File: config.mk
export PLATFORM = sky130hd
export DESIGN_NAME = hsv_core_branch_writeback
export DESIGN_NICKNAME = d
export VERILOG_FILES = /design/src/rtl/hsv_core_branch_writeback.sv
export SDC_FILE = /design/constraint.sdc
export NUM_CORES = 1
export LEC_CHECK = 0
export CAP_MARGIN = 20
export CORE_UTILIZATION = 35
export CTS_CLUSTER_DIAMETER = 60
export CTS_CLUSTER_SIZE = 16
export DETAILED_ROUTE_END_ITERATION = 8
export GPL_TIMING_DRIVEN = 0
export PLACE_DENSITY = 0.68
export SETUP_SLACK_MARGIN = 0.15
export SLEW_MARGIN = 10
export SYNTH_ARGS = -nofsm -noshare
export SYNTH_HDL_FRONTEND = slang
export SYNTH_SLANG_ARGS = --single-unit
File: constraint.sdc
create_clock -name clk_core -period 3.4 [get_ports clk_core]
set_input_delay 0.34 -clock clk_core [delete_from_list [all_inputs] [get_ports clk_core]]
set_output_delay 0.34 -clock clk_core [all_outputs]
set_load 0.02 [all_outputs]
File: src/rtl/hsv_core_branch_writeback.sv
// ============================================================================
// hsv_core_branch_writeback
// ----------------------------------------------------------------------------
// Final stage of the branch unit. Takes the resolved condition/target result
// from the previous stage, builds the link-register writeback and the
// instruction-address-misaligned exception for commit, and raises a held
// front-end redirect once commit has accepted a correctly aligned taken
// branch.
//
// Optional feature macro: HSV_BRANCH_PERF_EN
//   defined   : two COUNTER_WIDTH retire counters (all branches, taken ones)
//   undefined : counters absent, perf outputs tied to zero
//
// Parameters
//   COUNTER_WIDTH     width of the performance counters
//
// Ports
//   clk_core          core clock
//   rst_core          synchronous active-high reset
//   flush_req         pipeline flush, drops a held (unaccepted) result
//   valid_i           upstream result valid
//   in_pc             branch instruction PC
//   in_taken          branch resolved taken
//   in_target         computed target address
//   in_link           instruction writes rd (JAL/JALR)
//   in_rd             destination register index
//   stall_o           upstream must hold its outputs
//   valid_o           result valid toward commit
//   ready_i           commit accepts the result
//   out_rd            destination register
//   out_rd_we         rd write enable
//   out_rd_value      link value (pc + 4)
//   out_exception     instruction-address-misaligned trap
//   out_tval          faulting target address
//   redirect_valid_o  front-end redirect request (held until ack)
//   redirect_pc_o     redirect address
//   redirect_ack_i    front end accepted the redirect
//   perf_branches_o   retired branches
//   perf_taken_o      retired taken branches
// ============================================================================
module hsv_core_branch_writeback #(
  parameter int COUNTER_WIDTH = 32
) (
  input  logic                     clk_core,
  input  logic                     rst_core,
  input  logic                     flush_req,
  input  logic                     valid_i,
  input  logic [31:0]              in_pc,
  input  logic                     in_taken,
  input  logic [31:0]              in_target,
  input  logic                     in_link,
  input  logic [4:0]               in_rd,
  output logic                     stall_o,
  output logic                     valid_o,
  input  logic                     ready_i,
  output logic [4:0]               out_rd,
  output logic                     out_rd_we,
  output logic [31:0]              out_rd_value,
  output logic                     out_exception,
  output logic [31:0]              out_tval,
  output logic                     redirect_valid_o,
  output logic [31:0]              redirect_pc_o,
  input  logic                     redirect_ack_i,
  output logic [COUNTER_WIDTH-1:0] perf_branches_o,
  output logic [COUNTER_WIDTH-1:0] perf_taken_o
);

  typedef enum logic {
    ST_IDLE     = 1'b0,
    ST_REDIRECT = 1'b1
  } state_e;

  state_e      state_q, state_d;

  logic        valid_q, valid_d;
  logic [4:0]  rd_q, rd_d;
  logic        rd_we_q, rd_we_d;
  logic [31:0] rd_value_q, rd_value_d;
  logic        exception_q, exception_d;
  logic [31:0] tval_q, tval_d;
  logic        redir_flag_q, redir_flag_d;
  logic [31:0] redir_target_q, redir_target_d;
  logic        redirect_valid_q, redirect_valid_d;
  logic [31:0] redirect_pc_q, redirect_pc_d;

  logic        stall;
  logic        accept;
  logic        handshake;
  logic        misaligned;

  // Handshake qualifiers. A flush in the same cycle as valid_i blocks the
  // capture so a killed instruction never reaches commit. The REDIRECT state
  // stalls upstream because anything arriving now is on the wrong path.
  always_comb begin
    stall      = (valid_q & ~ready_i) | (state_q == ST_REDIRECT);
    handshake  = valid_q & ready_i;
    accept     = valid_i & ~stall & ~flush_req;
    misaligned = in_taken & (in_target[1:0] != 2'b00);
  end

  // Result register. Fields only change on accept, so they stay stable while
  // commit back-pressures. valid drops on handshake or flush unless a new
  // result is captured in the same cycle (flush and accept are exclusive).
  always_comb begin
    valid_d        = valid_q;
    rd_d           = rd_q;
    rd_we_d        = rd_we_q;
    rd_value_d     = rd_value_q;
    exception_d    = exception_q;
    tval_d         = tval_q;
    redir_flag_d   = redir_flag_q;
    redir_target_d = redir_target_q;
    if (accept) begin
      valid_d        = 1'b1;
      rd_d           = in_rd;
      rd_we_d        = in_link & ~misaligned & (in_rd != 5'd0);
      rd_value_d     = in_pc + 32'd4;
      exception_d    = misaligned;
      tval_d         = misaligned ? in_target : 32'd0;
      redir_flag_d   = in_taken & ~misaligned;
      redir_target_d = in_target;
    end else if (handshake || flush_req) begin
      valid_d = 1'b0;
    end
  end

  // Redirect FSM next state. The redirect is launched by the commit
  // handshake itself, so a flush arriving in that same cycle cannot cancel
  // it. Once active, only the front-end ack leaves REDIRECT. A result that
  // was accepted alongside the launching handshake is younger than the taken
  // branch and therefore wrong-path; its own redirect flag is not honoured.
  always_comb begin
    state_d          = state_q;
    redirect_valid_d = redirect_valid_q;
    redirect_pc_d    = redirect_pc_q;
    case (state_q)
      ST_IDLE: begin
        if (handshake && redir_flag_q) begin
          state_d          = ST_REDIRECT;
          redirect_valid_d = 1'b1;
          redirect_pc_d    = redir_target_q;
        end
      end
      ST_REDIRECT: begin
        if (redirect_ack_i) begin
          state_d          = ST_IDLE;
          redirect_valid_d = 1'b0;
          redirect_pc_d    = 32'd0;
        end
      end
      default: begin
        state_d          = ST_IDLE;
        redirect_valid_d = 1'b0;
        redirect_pc_d    = 32'd0;
      end
    endcase
  end

  // State and registered outputs, all cleared by the synchronous reset.
  always_ff @(posedge clk_core) begin
    if (rst_core) begin
      state_q          <= ST_IDLE;
      valid_q          <= 1'b0;
      rd_q             <= 5'd0;
      rd_we_q          <= 1'b0;
      rd_value_q       <= 32'd0;
      exception_q      <= 1'b0;
      tval_q           <= 32'd0;
      redir_flag_q     <= 1'b0;
      redir_target_q   <= 32'd0;
      redirect_valid_q <= 1'b0;
      redirect_pc_q    <= 32'd0;
    end else begin
      state_q          <= state_d;
      valid_q          <= valid_d;
      rd_q             <= rd_d;
      rd_we_q          <= rd_we_d;
      rd_value_q       <= rd_value_d;
      exception_q      <= exception_d;
      tval_q           <= tval_d;
      redir_flag_q     <= redir_flag_d;
      redir_target_q   <= redir_target_d;
      redirect_valid_q <= redirect_valid_d;
      redirect_pc_q    <= redirect_pc_d;
    end
  end

`ifdef HSV_BRANCH_PERF_EN
  logic                     taken_flag_q, taken_flag_d;
  logic [COUNTER_WIDTH-1:0] perf_branches_q, perf_branches_d;
  logic [COUNTER_WIDTH-1:0] perf_taken_q, perf_taken_d;

  // Retire counters advance on the commit handshake only, so flushed results
  // are never counted. Taken includes misaligned targets; both wrap freely.
  always_comb begin
    taken_flag_d    = accept ? in_taken : taken_flag_q;
    perf_branches_d = perf_branches_q;
    perf_taken_d    = perf_taken_q;
    if (handshake) begin
      perf_branches_d = perf_branches_q + COUNTER_WIDTH'(1);
      if (taken_flag_q) begin
        perf_taken_d = perf_taken_q + COUNTER_WIDTH'(1);
      end
    end
  end

  always_ff @(posedge clk_core) begin
    if (rst_core) begin
      taken_flag_q    <= 1'b0;
      perf_branches_q <= '0;
      perf_taken_q    <= '0;
    end else begin
      taken_flag_q    <= taken_flag_d;
      perf_branches_q <= perf_branches_d;
      perf_taken_q    <= perf_taken_d;
    end
  end

  assign perf_branches_o = perf_branches_q;
  assign perf_taken_o    = perf_taken_q;
`else
  assign perf_branches_o = '0;
  assign perf_taken_o    = '0;
`endif

  assign stall_o          = stall;
  assign valid_o          = valid_q;
  assign out_rd           = rd_q;
  assign out_rd_we        = rd_we_q;
  assign out_rd_value     = rd_value_q;
  assign out_exception    = exception_q;
  assign out_tval         = tval_q;
  assign redirect_valid_o = redirect_valid_q;
  assign redirect_pc_o    = redirect_pc_q;

endmodule

# Word-level counts from Yosys, hierarchy flattened
# Index checks and enable logic that the tools add are counted.
# Widths: inputs -> output; s select.
totals:
  in_bits: 77
  regBits: 139
  wordCells: 46
  output_inout_bits: 170
classes:
  n_eq_ne: 2
  mux: 12
  add_sub_neg: 1
  n_bitwise: 14
  reduce_logical: 6
ops:
  columns: ["cell", "count"]
  rows:
  - ["$mux 32", 3]
  - ["$pmux 32 s2", 1]
  - ["$add 32x3->32 const B", 1]
  - ["$and 1x1->1", 8]
  - ["$mux 1", 6]
  - ["$not 1->1", 5]
  - ["$reduce_bool 5->1", 1]
  - ["$ne 2x2->1 const B", 2]
  - ["$pmux 1 s2", 2]
  - ["$reduce_bool 2->1", 2]
  - ["$reduce_and 2->1", 1]
  - ["$logic_and 1x1->1", 1]
  - ["$logic_or 1x1->1", 1]
  - ["$or 1x1->1", 1]

# Logic depth before layout (Yosys ltp)
# Gate-level depths: netlist of run 1.
depth:
  word_depth: 7
  depth_mapped: 6
  ltp_nobuf: 6

# Worst setup path after synthesis of run 1
# No wires, ideal clock.
synth_timing:
  kind: "in2reg"
  startpoint: "in in_pc[2]"
  endpoint: "reg rd_value_q[26] (netlist: out_rd_value[26])"
  setup_ns: 0.143
  n_path_buf: 0
  slack_ns: 1.758
  required_ns: 3.257
  arrival_ns: 1.499
  cell_stages: 6
  path_cell_list: "ha_1 -> and4_2 -> nand4_4 -> nor4_2 -> xnor2_1 -> a211oi_2"
synth_via:
  elab_chain_len: 1
synth_rtl:
  columns: ["item", "line", "source"]
  rows:
  - ["start, declared", "48", "input logic [31:0] in_pc,"]
  - ["$add 32x3->32", "117", "rd_value_d = in_pc + 32'd4;"]
  - ["end signal, assigned", "178", "rd_value_q <= rd_value_d;"]
  - ["end, declared", "78", "logic [31:0] rd_value_q, rd_value_d;"]
# Every way passes these cells.
# A chain may end at the register's enable or synchronous reset.

# Worst setup path after layout of run 1
layout_timing:
  startpoint: "reg state_q"
  endpoint: "reg rd_q[1] (netlist: out_rd[1])"
layout_via:
  elab_chain_len: 4
layout_rtl:
  columns: ["item", "line", "source"]
  rows:
  - ["start, declared", "73", "state_e state_q, state_d;"]
  - ["start signal, assigned", "174", "state_q <= state_d;"]
  - ["$or 1x1->1", "95", "stall = (valid_q & ~ready_i) | (state_q == ST_REDIRECT);"]
  - ["$not 1->1", "97", "accept = valid_i & ~stall & ~flush_req;"]
  - ["$and 1x1->1 (2 in series)", "97", null]
  - ["end signal, assigned", "176", "rd_q <= rd_d;"]
  - ["end, declared", "76", "logic [4:0] rd_q, rd_d;"]
# Every way passes these cells.

==> metrics.txt, run 1 <==
Max Buffers Root-to-Sink=2; vias in the first global route=5054; sequential-to-total area share from yosys stat=a little under half; Critical Path Start Type=flip-flop; worst r2r dst=out_rd[1]; critical path arrival=2620 ps; Final Net Count=slightly above 1000; GRT Total Usage=19.8%; max-slew violation count=0; drt first pass iters=4; drt initial violations=roughly 300; Post-Place Cell Area=about 8200 um2; hold endpoint=out_rd_value[5]; Wirelength per Cell=~14 um; final wirelength=between 15 and 20 mm; PwrDens=around 470 nW/um2; endpoints failing setup=0; io pins=247; Worst Setup Path Type=flip-flop to flip-flop; Cell Area, Synth=~5900 um2; Synth Warn #=0; TritonCTS clock tree=built; post-CTS setup repair buffer count=0; Initial Util=a little over a third; DRC=0; Synth cell types=37; Clk pin slew, worst setup/hold paths=about 60 ps; share of cells above drive strength 1=roughly an eighth; # resized after CTS=0; Worst setup EP type=flip-flop; CP max FO=10; fmax=442 MHz; row count=47; count of input and output buffers=between 150 and 200; setup TNS=0 ps; Hold Startpoint=rst_core; setup slack, reg-to-reg=roughly 1100 ps; final hold violation count=0; Syn Area/Cell=~8.4 um2; P&R area growth vs syn=49.8%; Leak=roughly 3.3 nW; status=finished clean; FILL cells=1578; worst skew pair latency=about 420 ps; cts bufs inserted=17; antenna viol nets, final=0; GP Congestion=between 0.7 and 0.8; first-pass GRT wire length=around 27 mm; clock sinks=roughly 140; HP Class=input pin to flip-flop; maximum VDD drop=0.333 mV; Reg2Reg Launch Point=state_q; largest net degree at the start of global routing=17; area of the core=16500 um2; Via density=4.54; DP Wirelength=approximately 13 mm; Syn Inst Count=~700; Max Clock Skew=6.77 ps; storage element area=between 2000 and 3000 um2; initial antenna violation count=0; htree depth=4; placed instance count=approximately 1200; RSZ-0062 raised after global routing=false; chip width=~130 um; FF+latch count, synth=roughly 140; # diodes=0; final std cells w/o fill=between 1000 and 1500; hold buffer count at cts=0; grt total ovfl=0; worst-case reg-to-reg path depth=6; Die Ht=around 130 um; Worst-Margin Slew=a little under 700 ps; fin crit share=around two thirds; routed via count=between 5000 and 6000; WP data required=~3800 ps; die area=around 17000 um2; cell area after layout=approximately 8800 um2; fin crit period=around 2300 ps; clock root buffer=clkbuf_16; area of the multi-input gates=~2700 um2; max_cap viols=0; hold path cells=2; Rel. slew slack=53.9%
==> final cells by class <==
type	count	share of cell area (%)
multi-input combinational	509	30.1
sequential	139	31.6
inverter	2	0.0853
clock inverter	11	1.53
timing repair buffer	181	20.6
clock buffer	20	5.30
buffer	111	7.62
tap	220	3.13
==> cell usage after synthesis <==
master    number  area share [%]
nor4_2         2            0.43
conb_1         1           0.064
a211oi_1      18             2.3
o21ai_0        2            0.17
a211oi_2      10             2.1
and4_2         1            0.17
a22oi_1       32             4.1
or3_1          3            0.32
dfxtp_1      139              47
nor2b_1        3            0.32
nand4_4        1            0.36
inv_1          2            0.13
and4b_1        1            0.17
and4_4         1            0.19
buf_2         11            0.94
and3_1         5            0.53
a21oi_1       78             6.6
nor3_1         3            0.26
nand4b_1       2            0.30
xor2_1        14             2.1
xnor2_1       12             1.8
and2_1         1            0.11
a311oi_1       2            0.30
buf_1          6            0.38
clkbuf_1      30             1.9
and3_2         2            0.26
nor4_4         1            0.36
nand3_1       42             3.6
ha_1           1            0.21
nand2b_1       3            0.32
nand4_1        6            0.64
and4_1         1            0.15
buf_4         64             8.2
nor3_2         1            0.17
nor2_1        69             4.4
and4bb_1       1            0.21
nand2_1      127             8.1
==> metal layers <==
layer	vias up	part of all wire [%]	global-route usage, %
li1	2779	-	-
met1	2439	44	25.1
met3	13	8.5	5.86
met5	-	0	0
met2	187	46	31.5
met4	0	1.4	7.24
==> cell families (layout without fill, tap and decap cells) <==
| family | after synthesis | count (layout) | synth area share, % |
|---|---|---|---|
| AND/OR/NAND/NOR | 276 | 276 | 21.3 |
| flip-flops | 139 | 139 | 47.3 |
| XOR/XNOR | 26 | 26 | 3.87 |
| AO/OA/AOI/OAI | 142 | 142 | 15.6 |
| adder cells (fa/ha/maj) | 1 | 1 | 0.213 |
| other | 1 | 64 | 0.0638 |
| buffers and inverters | 113 | 325 | 11.5 |
==> worst max-delay path by stage <==
| stage | to | from | slack (ps) |
|---|---|---|---|
| final | out_rd[1] | state_q | 1140 |
| after global routing | out_rd_value[0] | state_q | 850 |
| after CTS | out_rd[1] | state_q | 1000 |
| after detailed placement | out_rd[1] | ready_i | 630 |
| after global placement | out_rd[1] | ready_i | 630 |
| after floorplan | out_rd_value[26] | in_pc[2] | 1760 |
==> through the flow <==
stage	util (%)	hold WS (ps)	setup slack, ps	total power [mW]
global placement	49.8	437	629	2.32
finish	53.5	414	1140	4.17
CTS	53.5	410	1000	4.20
detailed placement	49.8	443	630	2.33
global route	53.5	444	854	4.32
floorplan	-	418	1760	2.08
==> critical path, cell delays in order, from the launching register on <==
cell and delay (ps):
dfxtp_1 370, nand2b_1 210, nor3_2 540, clkbuf_1 490
buf_2 350, nand2_1 110, a21oi_1 120
==> flip-flops by register name, summed over array words and instances, names as in the netlist <==
register	flops
out_rd_value	32
out_tval	32
redir_target_q	32
redirect_pc_o	32
out_rd	5
out_exception	1
out_rd_we	1
redir_flag_q	1
redirect_valid_o	1
state_q	1
valid_o	1
==> power by group <==
group | total (mW) | leakage (nW) | internal [mW] | switching, mW
sequential | 1.72 | 1.13 | 1.69 | 0.0289
combinational | 0.576 | 1.90 | 0.258 | 0.318
clock | 1.87 | 0.286 | 1.14 | 0.731
total | 4.17 | 3.32 | 3.09 | 1.08
==> layout by cell type (no fill, tap or decap), types with 2 or more instances in the layout <==
cell and count:
clkbuf_1 30, nor4_2 2, a211oi_1 18, nor2_1 69, clkbuf_16 17, clkinv_4 3, nand2_1 127, conb_1 64
clkbuf_8 3, a211oi_2 10, a22oi_1 32, dfxtp_1 139, nor2b_1 3, nand4_1 6, and3_1 5, buf_1 6
inv_6 3, buf_4 64, nand4b_1 2, a311oi_1 2, clkinvlp_4 3, clkdlybuf4s50_1 181, buf_2 11, nand2b_1 3
xnor2_1 12, nand3_1 42, a21oi_1 78, and3_2 2, o21ai_0 2, bufinv_16 2, xor2_1 14, nor3_1 3
inv_1 2, or3_1 3
Power figures use the tool's default switching activity.
==> run 2, diff against run 1 <==
==> constraint.sdc (replaced) <==
create_clock -name clk_core -period 2.2 [get_ports clk_core]
set_input_delay 0.22 -clock clk_core [delete_from_list [all_inputs] [get_ports clk_core]]
set_output_delay 0.22 -clock clk_core [all_outputs]
set_load 0.02 [all_outputs]
==> run 2 against run 1 <==
Against the previous run:
- clock power increased by 55%
- global-route usage about the same
- die area unchanged
- via count increased by 0.70%
- final cell count increased by 0.17%
- sequential share of layout area decreased by 0.15 points
- utilization increased by 0.25 points
==> metrics.txt, run 2 (synthesis results as in run 1) <==
critical path arrival=1650 ps (-970 ps); Worst-Margin Slew=653 ps (-34.4 ps); Clk pin slew, worst setup/hold paths=60 ps (about the same); Initial Util=35.7% (unchanged); drt first pass iters=5 (+1); io pins=247 (unchanged); Critical Path Start Type=flip-flop; clock power share=44.9% (about the same); vias in the first global route=5057 (+0.059%); largest net degree at the start of global routing=17 (unchanged); GP Congestion=0.785 (unchanged); Rel. slew slack=56.5% (+2.5 points); Reg power frac=41.2% (about the same); htree depth=4 (unchanged); die area=17300 um2 (unchanged); Final Net Count=1041 (+0.19%); GRT Total Usage=19.8% (about the same); Wirelength per Cell=14.0 um (-0.41%); max-slew violation count=0 (unchanged); worst skew pair latency=420 ps (about the same); DP Wirelength=12.5 mm (unchanged); maximum VDD drop=0.511 mV (+54%); Max Clock Skew=10.8 ps (+4.01 ps); final wirelength=16.8 mm (-0.24%); hold buffer count at cts=0 (unchanged); worst path cell trace=nand2b_1 -> clkdlybuf4s50_1; P_int=4.78 mW (+55%); most common cell after layout, fill and taps aside=clkdlybuf4s50_1; Worst Setup Path Type=flip-flop to primary output; setup TNS=0 ps (unchanged); Via density=4.57 (+0.53%); CP max FO=6 (-4); TritonCTS clock tree=built; P&R area growth vs syn=50.5%; clock root buffer=clkbuf_16; Psw=1.66 mW (+54%); # diodes=0 (unchanged); PwrDens=728 nW/um2 (+54%); Leak=3.35 nW (+0.92%); share of cells above drive strength 1=13.6% (+0.79 points); DRC=0 (unchanged); final hold violation count=0 (unchanged); grt total ovfl=0 (unchanged); drt initial violations=281 (-4.7%); Max Buffers Root-to-Sink=2 (unchanged); critical path's slowest cell=clkdlybuf4s50_1; combinational power share=13.9% (about the same); HP Class=input pin to flip-flop; WP data required=1980 ps (-1780 ps); Worst setup EP type=primary output; initial antenna violation count=0 (unchanged); chip width=132 um (unchanged); fin crit period=roughly 1900 ps; count of input and output buffers=181 (unchanged); final std cells w/o fill=1195 (+0.17%); hold slack final=296 ps (-118 ps); RSZ-0062 raised after global routing=false; antenna viol nets, final=0 (unchanged); Net Sw Frac=25.8% (-0.073 points); Crit path largest cell delay=620 ps (+80 ps); status=finished clean; fmax=approximately 540 MHz; fin crit share=a little over four fifths; placed instance count=1162 (unchanged); most frequent cells in the layout=clkdlybuf4s50_1, dfxtp_1, nand2_1; routed via count=5456 (+0.70%); row count=47 (unchanged); first-pass GRT wire length=26.8 mm (about the same); cts bufs inserted=17 (unchanged); Die Ht=132 um (unchanged); endpoints failing setup=0 (unchanged); max_cap viols=0 (unchanged); clock sinks=139 (unchanged); area of the core=16500 um2 (unchanged)
run 2: cell types whose count changed in the layout (fill, tap and decap cells not counted), sizes merged:
cell,previous run,this run
clkbuf,50,55
buf,81,78
run 2: layout make-up:
cell class,instances,area (um2)
inverter,2,7.51
multi-input combinational,509,2660
sequential,139,2780
fill,1573,7620
clock buffer,20,467
buffer,111,678
tap,220,275
clock inverter,11,135
timing repair buffer,183,1840
run 2: worst paths after layout:
check,startpoint,to,slack [ps],cells past startpoint
setup reg to reg,state_q,redirect_pc_o[5],340,6
hold / removal,rst_core,out_rd_value[5],300,2
setup / recovery,state_q,stall_o,330,2
hold reg to reg,out_tval[19],out_tval[19],450,2
run 2: through the flow:
step / setup slack, ps / util (%) / area, um2 / power, mW
after floorplan: 614 / - / 6110 / 3.21
after global placement: -451 / 49.8 / 8200 / 3.59
after detailed placement: -450 / 49.8 / 8200 / 3.60
after CTS: 177 / 53.5 / 8810 / 6.49
after global routing: 153 / 53.7 / 8840 / 6.68
final: 331 / 53.7 / 8840 / 6.44
run 2: routing by layer:
layer / global-route usage [%] / up-vias / share of wire (%) / routed length (um)
met2: 31.7 / 176 / 46 / 7680
met4: 7.24 / 0 / 1.5 / 259
met3: 5.86 / 17 / 7.2 / 1200
met1: 25.0 / 2485 / 46 / 7640
li1: - / 2778 / - / -
met5: 0 / - / 0 / 0
run 2: worst max-delay path, delay by kind of cell, from the launching register on:
| family | cells | cell delay, ps |
|---|---|---|
| buffers and inverters | 1 | 620 |
| flip-flops | 1 | 440 |
| AND/OR/NAND/NOR | 1 | 160 |
run 2: power groups by stage:
stage          combinational [mW]  clock (mW)  sequential, mW
2_1_floorplan               0.433           0            2.77
4_1_cts                     0.895        2.95            2.65
3_3_place_gp                0.887           0            2.70
6_report                    0.898        2.89            2.65
5_1_grt                     0.970        3.05            2.66
3_5_place_dp                0.890           0            2.71
run 2: timing repair:
item | CTS | global route
endpoints found under the setup margin | 70 | 65
setup buffers | 0 | 2
gates resized for setup | 2 | 5
pin swaps | 0 | 1
==> patch 1 (settings of run 2) <==
`COUNTER_WIDTH`: 32 -> 16.
--- a/src/rtl/hsv_core_branch_writeback.sv
+++ b/src/rtl/hsv_core_branch_writeback.sv
@@ -39,7 +39,7 @@
 //   perf_taken_o      retired taken branches
 // ============================================================================
 module hsv_core_branch_writeback #(
-  parameter int COUNTER_WIDTH = 32
+  parameter int COUNTER_WIDTH = 16
 ) (
   input  logic                     clk_core,
   input  logic                     rst_core,
Ports: changed (resized perf_branches_o and perf_taken_o); port bits go from 247 to 215. No check against the original RTL was run, so the function may have changed too.
==> patch 1 against run 2 <==
  * Sequential power about the same
  * Sequential share of layout area up 1.3 points
  * Largest cell class unchanged
  * Combinational power down 11%
  * Power down 0.20%
  * Cell count down 5.6%
  * Area after synthesis down 4.1%
  * Global-route usage up 0.76 points
  * Clock power up 3%
  * Critical path type is now reg -> reg
  * Sequential cell count unchanged
  * Cell area down 4.0%
  * Worst setup slack worse by 0.027 ns
  * Routed wire length down 0.77%
==> patch 1: results (changes against run 2) <==
[placement]
place_area_um2=7840  ; -4.5%
place_inst=1094  ; -5.9%
post-dp-hpwl_mm=12.2  ; -2.2%
place.gp.congestion=0.815  ; +3.8%

[cells_and_area]
nets=977  ; -6.1%
num_antenna_cells=0  ; unchanged
fill_cells=1508  ; -4.1%
post_route_cells_drive_above_1_share_pct=11.3  ; -2.3 points

[synth]
synth_commonest_cells=dfxtp_1, nand2_1, a21oi_1
synth.distinct_cells=37  ; unchanged
synth_top_cells_by_area=dfxtp_1, nand2_1, a21oi_1
ys_seq_area_share_pct=49.4  ; +2.0 points
async_flop_share_pct=0  ; unchanged
syn_area_per_cell_um2=8.47  ; +0.52%

[global_route]
grtUsageMet2_pct=33.2  ; +1.5 points
met1_usage_pct=26.1  ; +1.0 points
track_usage_pct=20.5  ; +0.76 points
grt_pass1_wl_mm=26.1  ; -2.8%
use_met3_pct=5.95  ; +0.082 points
grt_pass1_vias=4918  ; -2.7%
grt_antenna_before_repair=0  ; unchanged

[sta]
fin_skew_ns=0.00627  ; -0.00451 ns
tightest_slew_ns=0.662  ; +0.00858 ns

[power]
peakVddDrop_v=0.000536  ; +4.9%
p_leak_uw=0.00308  ; -7.9%

[routing]
wl_mm=16.7  ; -0.77%
drt_iter0_drc=336  ; +20%
vias_per_cell=4.74  ; +3.8%
dr.pass1.iters=5  ; unchanged
wire_per_inst_um=14.8  ; +5.1%

[worst_hold_path]
min_to=out_rd_value[31]
hold_path_class=in -> reg

[critical_path]
r2r_start=state_q
rr_worst_depth=6  ; unchanged
cpMaxStageDelayCell=clkbuf_1
worst_r2r_endpoint=out_tval[12]
crit_path_max_incr_delay_ns=0.42  ; -0.20 ns
r2r_setup_slack_ns=0.30  ; -0.04 ns
cp.arrival_ns=2.24  ; +0.59 ns
crit_fanout=10  ; +4

[clock_network]
htreeDepth=4  ; unchanged

[status]
status=completed

==> patch 1: changes by cell type after synthesis <==
| cell | delta |
|---|---|
| buf_4 | -32 |
==> patch 1: stage by stage <==
step / hold slack (ns) / setup WS (ns)
finish: 0.321 / 0.304
global route: 0.351 / 0.144
detailed placement: 0.445 / -0.404
CTS: 0.310 / 0.205
global placement: 0.439 / -0.470
floorplan: 0.298 / 0.614
==> patch 1: power breakdown <==
group | leakage, uW | switching [uW] | internal, uW
Sequential | 0.00113 | 45.8 | 2610
Clock | 0.000297 | 1120 | 1860
Combinational | 0.00165 | 438 | 365
==> patch 1: worst max path at each step <==
stage / startpoint / end / slack [ns] / cells past startpoint
final: state_q / out_tval[12] / 0.30 / 6
after global routing: state_q / out_rd_value[0] / 0.14 / 6
after CTS: valid_o / redir_target_q[26] / 0.20 / 6
after detailed placement: ready_i / out_rd_value[0] / -0.40 / 7
after global placement: ready_i / out_rd_value[0] / -0.47 / 7
after floorplan: valid_o / out_rd_value[22] / 0.61 / 5
==> patch 1: cells by family (layout without fill, tap and decap cells) <==
logic type	after synthesis	count (layout)	share of synthesized area, %
AO/OA/AOI/OAI	142	142	16.3
XOR/XNOR	26	26	4.04
adder cells (fa/ha/maj)	1	1	0.222
buffers and inverters	81	296	7.77
flip-flops	139	139	49.4
other	1	32	0.0665
AND/OR/NAND/NOR	276	276	22.3
==> patch 1: cell type report <==
| cell class | count | area, um^2 | share of cell area (%) |
|---|---|---|---|
| clock inverter | 12 | 163 | 1.92 |
| buffer | 79 | 439 | 5.17 |
| multi-input combinational | 477 | 2540 | 30.0 |
| clock buffer | 20 | 457 | 5.38 |
| inverter | 2 | 7.51 | 0.0884 |
| timing repair buffer | 183 | 1830 | 21.5 |
| tap | 216 | 270 | 3.18 |
| sequential | 139 | 2780 | 32.8 |
==> patch 1: critical path: cells and delay by family (launching register included) <==
family                 cells  cell delay [ns]
AOI/OAI and AO/OA          1             0.16
buffers and inverters      2             0.60
DFF                        1             0.38
and+or+nand+nor            3             0.68
==> patch 1: layer usage <==
layer	wire, um	vias up
met5	0	-
met4	299	0
met3	1160	23
met2	7670	177
met1	7530	2459
li1	-	2689
==> patch 1: repair_timing <==
action,in CTS,in global routing
gates resized for setup,2,9
pin swaps,0,1
endpoints found under the hold margin,0,0
endpoints found under the setup margin,70,97
buffers inserted,0,2
==> patch 2 (settings of run 2) <==
Made on the original files. Take the reset off `tval_q` and load it in a clocked block of its own.
--- a/src/rtl/hsv_core_branch_writeback.sv
+++ b/src/rtl/hsv_core_branch_writeback.sv
@@ -165,7 +165,6 @@
       rd_we_q          <= 1'b0;
       rd_value_q       <= 32'd0;
       exception_q      <= 1'b0;
-      tval_q           <= 32'd0;
       redir_flag_q     <= 1'b0;
       redir_target_q   <= 32'd0;
       redirect_valid_q <= 1'b0;
@@ -177,12 +176,15 @@
       rd_we_q          <= rd_we_d;
       rd_value_q       <= rd_value_d;
       exception_q      <= exception_d;
-      tval_q           <= tval_d;
       redir_flag_q     <= redir_flag_d;
       redir_target_q   <= redir_target_d;
       redirect_valid_q <= redirect_valid_d;
       redirect_pc_q    <= redirect_pc_d;
     end
+  end
+
+  always_ff @(posedge clk_core) begin
+    tval_q <= tval_d;
   end
 
 `ifdef HSV_BRANCH_PERF_EN
Function: changed (Yosys sat finds a counterexample within 4 cycles, from zero or initial values and one cycle with rst_core high).
==> patch 2 against run 2 <==
  * Clock skew shrank 0.0041 ns
  * Synthesized cell count fell by 8.9%
  * Worst setup slack worse by 0.11 ns
  * Routed wire length decreased by 0.32%
  * Count of clock-buffer cells in the layout fell by 1
  * Power shrank 0.35%
  * Critical path type is now in -> reg
  * Die area grew 0.27%
  * First-iteration DRC count down 20%
  * Via count shrank 2.9%
  * Sequential cell count unchanged
  * Area after synthesis up 0.28%
  * Largest cell class unchanged
  * Cell area is 0.13% higher
  * Non-clock buffer count down 9
==> patch 2: results (changes against run 2) <==
[power]
switching_share_pct=25.5  ; -0.35 points

[global_route]
grt_pass1_wl_mm=25.7  ; -4.0%
track_usage_pct=19.2  ; -0.55 points
grt_pass1_vias=4821  ; -4.7%
grt_start_max_net_pins=42  ; +25

[placement]
place_area_um2=8220  ; +0.21%
place.gp.congestion=0.914  ; +16%
place_inst=1100  ; -5.3%
post-dp-hpwl_mm=12.3  ; -1.9%

[synth]
synth_top_cells_by_area=dfxtp_1, edfxtp_1, buf_4
synthCells=636  ; -8.9%
synth_commonest_cells=dfxtp_1, nand2_1, buf_4, nor2_1, a21oi_1
ys_seq_area_share_pct=52.6  ; +5.3 points
synth_edf_count=32  ; +32

[routing]
dr.pass1.iters=4  ; -1
wire_per_inst_um=14.8  ; +5.2%

[cells_and_area]
nets=977  ; -6.1%
post_route_cells_drive_above_1_share_pct=12.8  ; -0.81 points
area_growth_syn_to_layout_pct=50.2
fill_cells=1501  ; -4.6%

[sta]
fin_skew_ns=0.00671  ; -0.00407 ns
maxSlewHeadroom_pct=57.7  ; +1.2 points

[critical_path]
crit_fanout=10  ; +4
cp.arrival_ns=2.30  ; +0.65 ns

[clock_network]
cts_resized=9  ; +7

[worst_hold_path]
holdPathStages=3  ; +1

[status]
status=completed

[patch 2: layer usage]
layer / up-vias / GRT usage, % / share of wire (%)
li1: 2628 / - / -
met1: 2406 / 23.8 / 43
met2: 241 / 30.9 / 46
met3: 25 / 6.96 / 9.4
met4: 0 / 6.59 / 1.6
met5: - / 0 / 0
[patch 2: cells by family (layout without fill, tap and decap cells)]
kind of cell | after synthesis | in the layout | synth area share [%]
buf+inv | 108 | 321 | 11.1
other cells | 1 | 64 | 0.0636
compound gates | 125 | 125 | 14.0
simple gates | 251 | 251 | 20.4
fa+ha+maj | 1 | 1 | 0.212
xor+xnor | 11 | 11 | 1.63
flops | 139 | 139 | 52.6
[patch 2: critical path, stage by stage]
cell	delay [ns]
clkdlybuf4s50_1	0.61
nand4_1	0.17
or4_4	0.56
buf_6	0.17
or3_1	0.30
a311oi_1	0.27
[patch 2: power groups by stage]
stage | registers [uW] | clock network, uW | logic (uW)
4_1_cts | 2760 | 2840 | 873
3_5_place_dp | 2810 | 0 | 867
3_3_place_gp | 2810 | 0 | 865
2_1_floorplan | 2880 | 0 | 398
5_1_grt | 2760 | 2950 | 943
6_report | 2750 | 2790 | 877
[patch 2: worst paths after layout]
path | slack, ns | start | to
worst max register to register | 0.35 | state_q | out_rd_value[16]
worst min-delay path | 0.28 | in_pc[8] | out_rd_value[8]
worst min register to register | 0.46 | out_rd_value[0] | out_rd_value[0]
worst max-delay path | 0.22 | in_pc[11] | out_rd_value[19]
[patch 2: layout make-up]
class	instances	area share, %
Tap cell	220	3.11
Clock buffer	19	4.89
Buffer	104	7.63
Multi-Input combinational cell	452	27.0
Clock inverter	13	1.61
Timing Repair Buffer	181	20.6
Inverter	4	0.170
Sequential cell	139	35.0
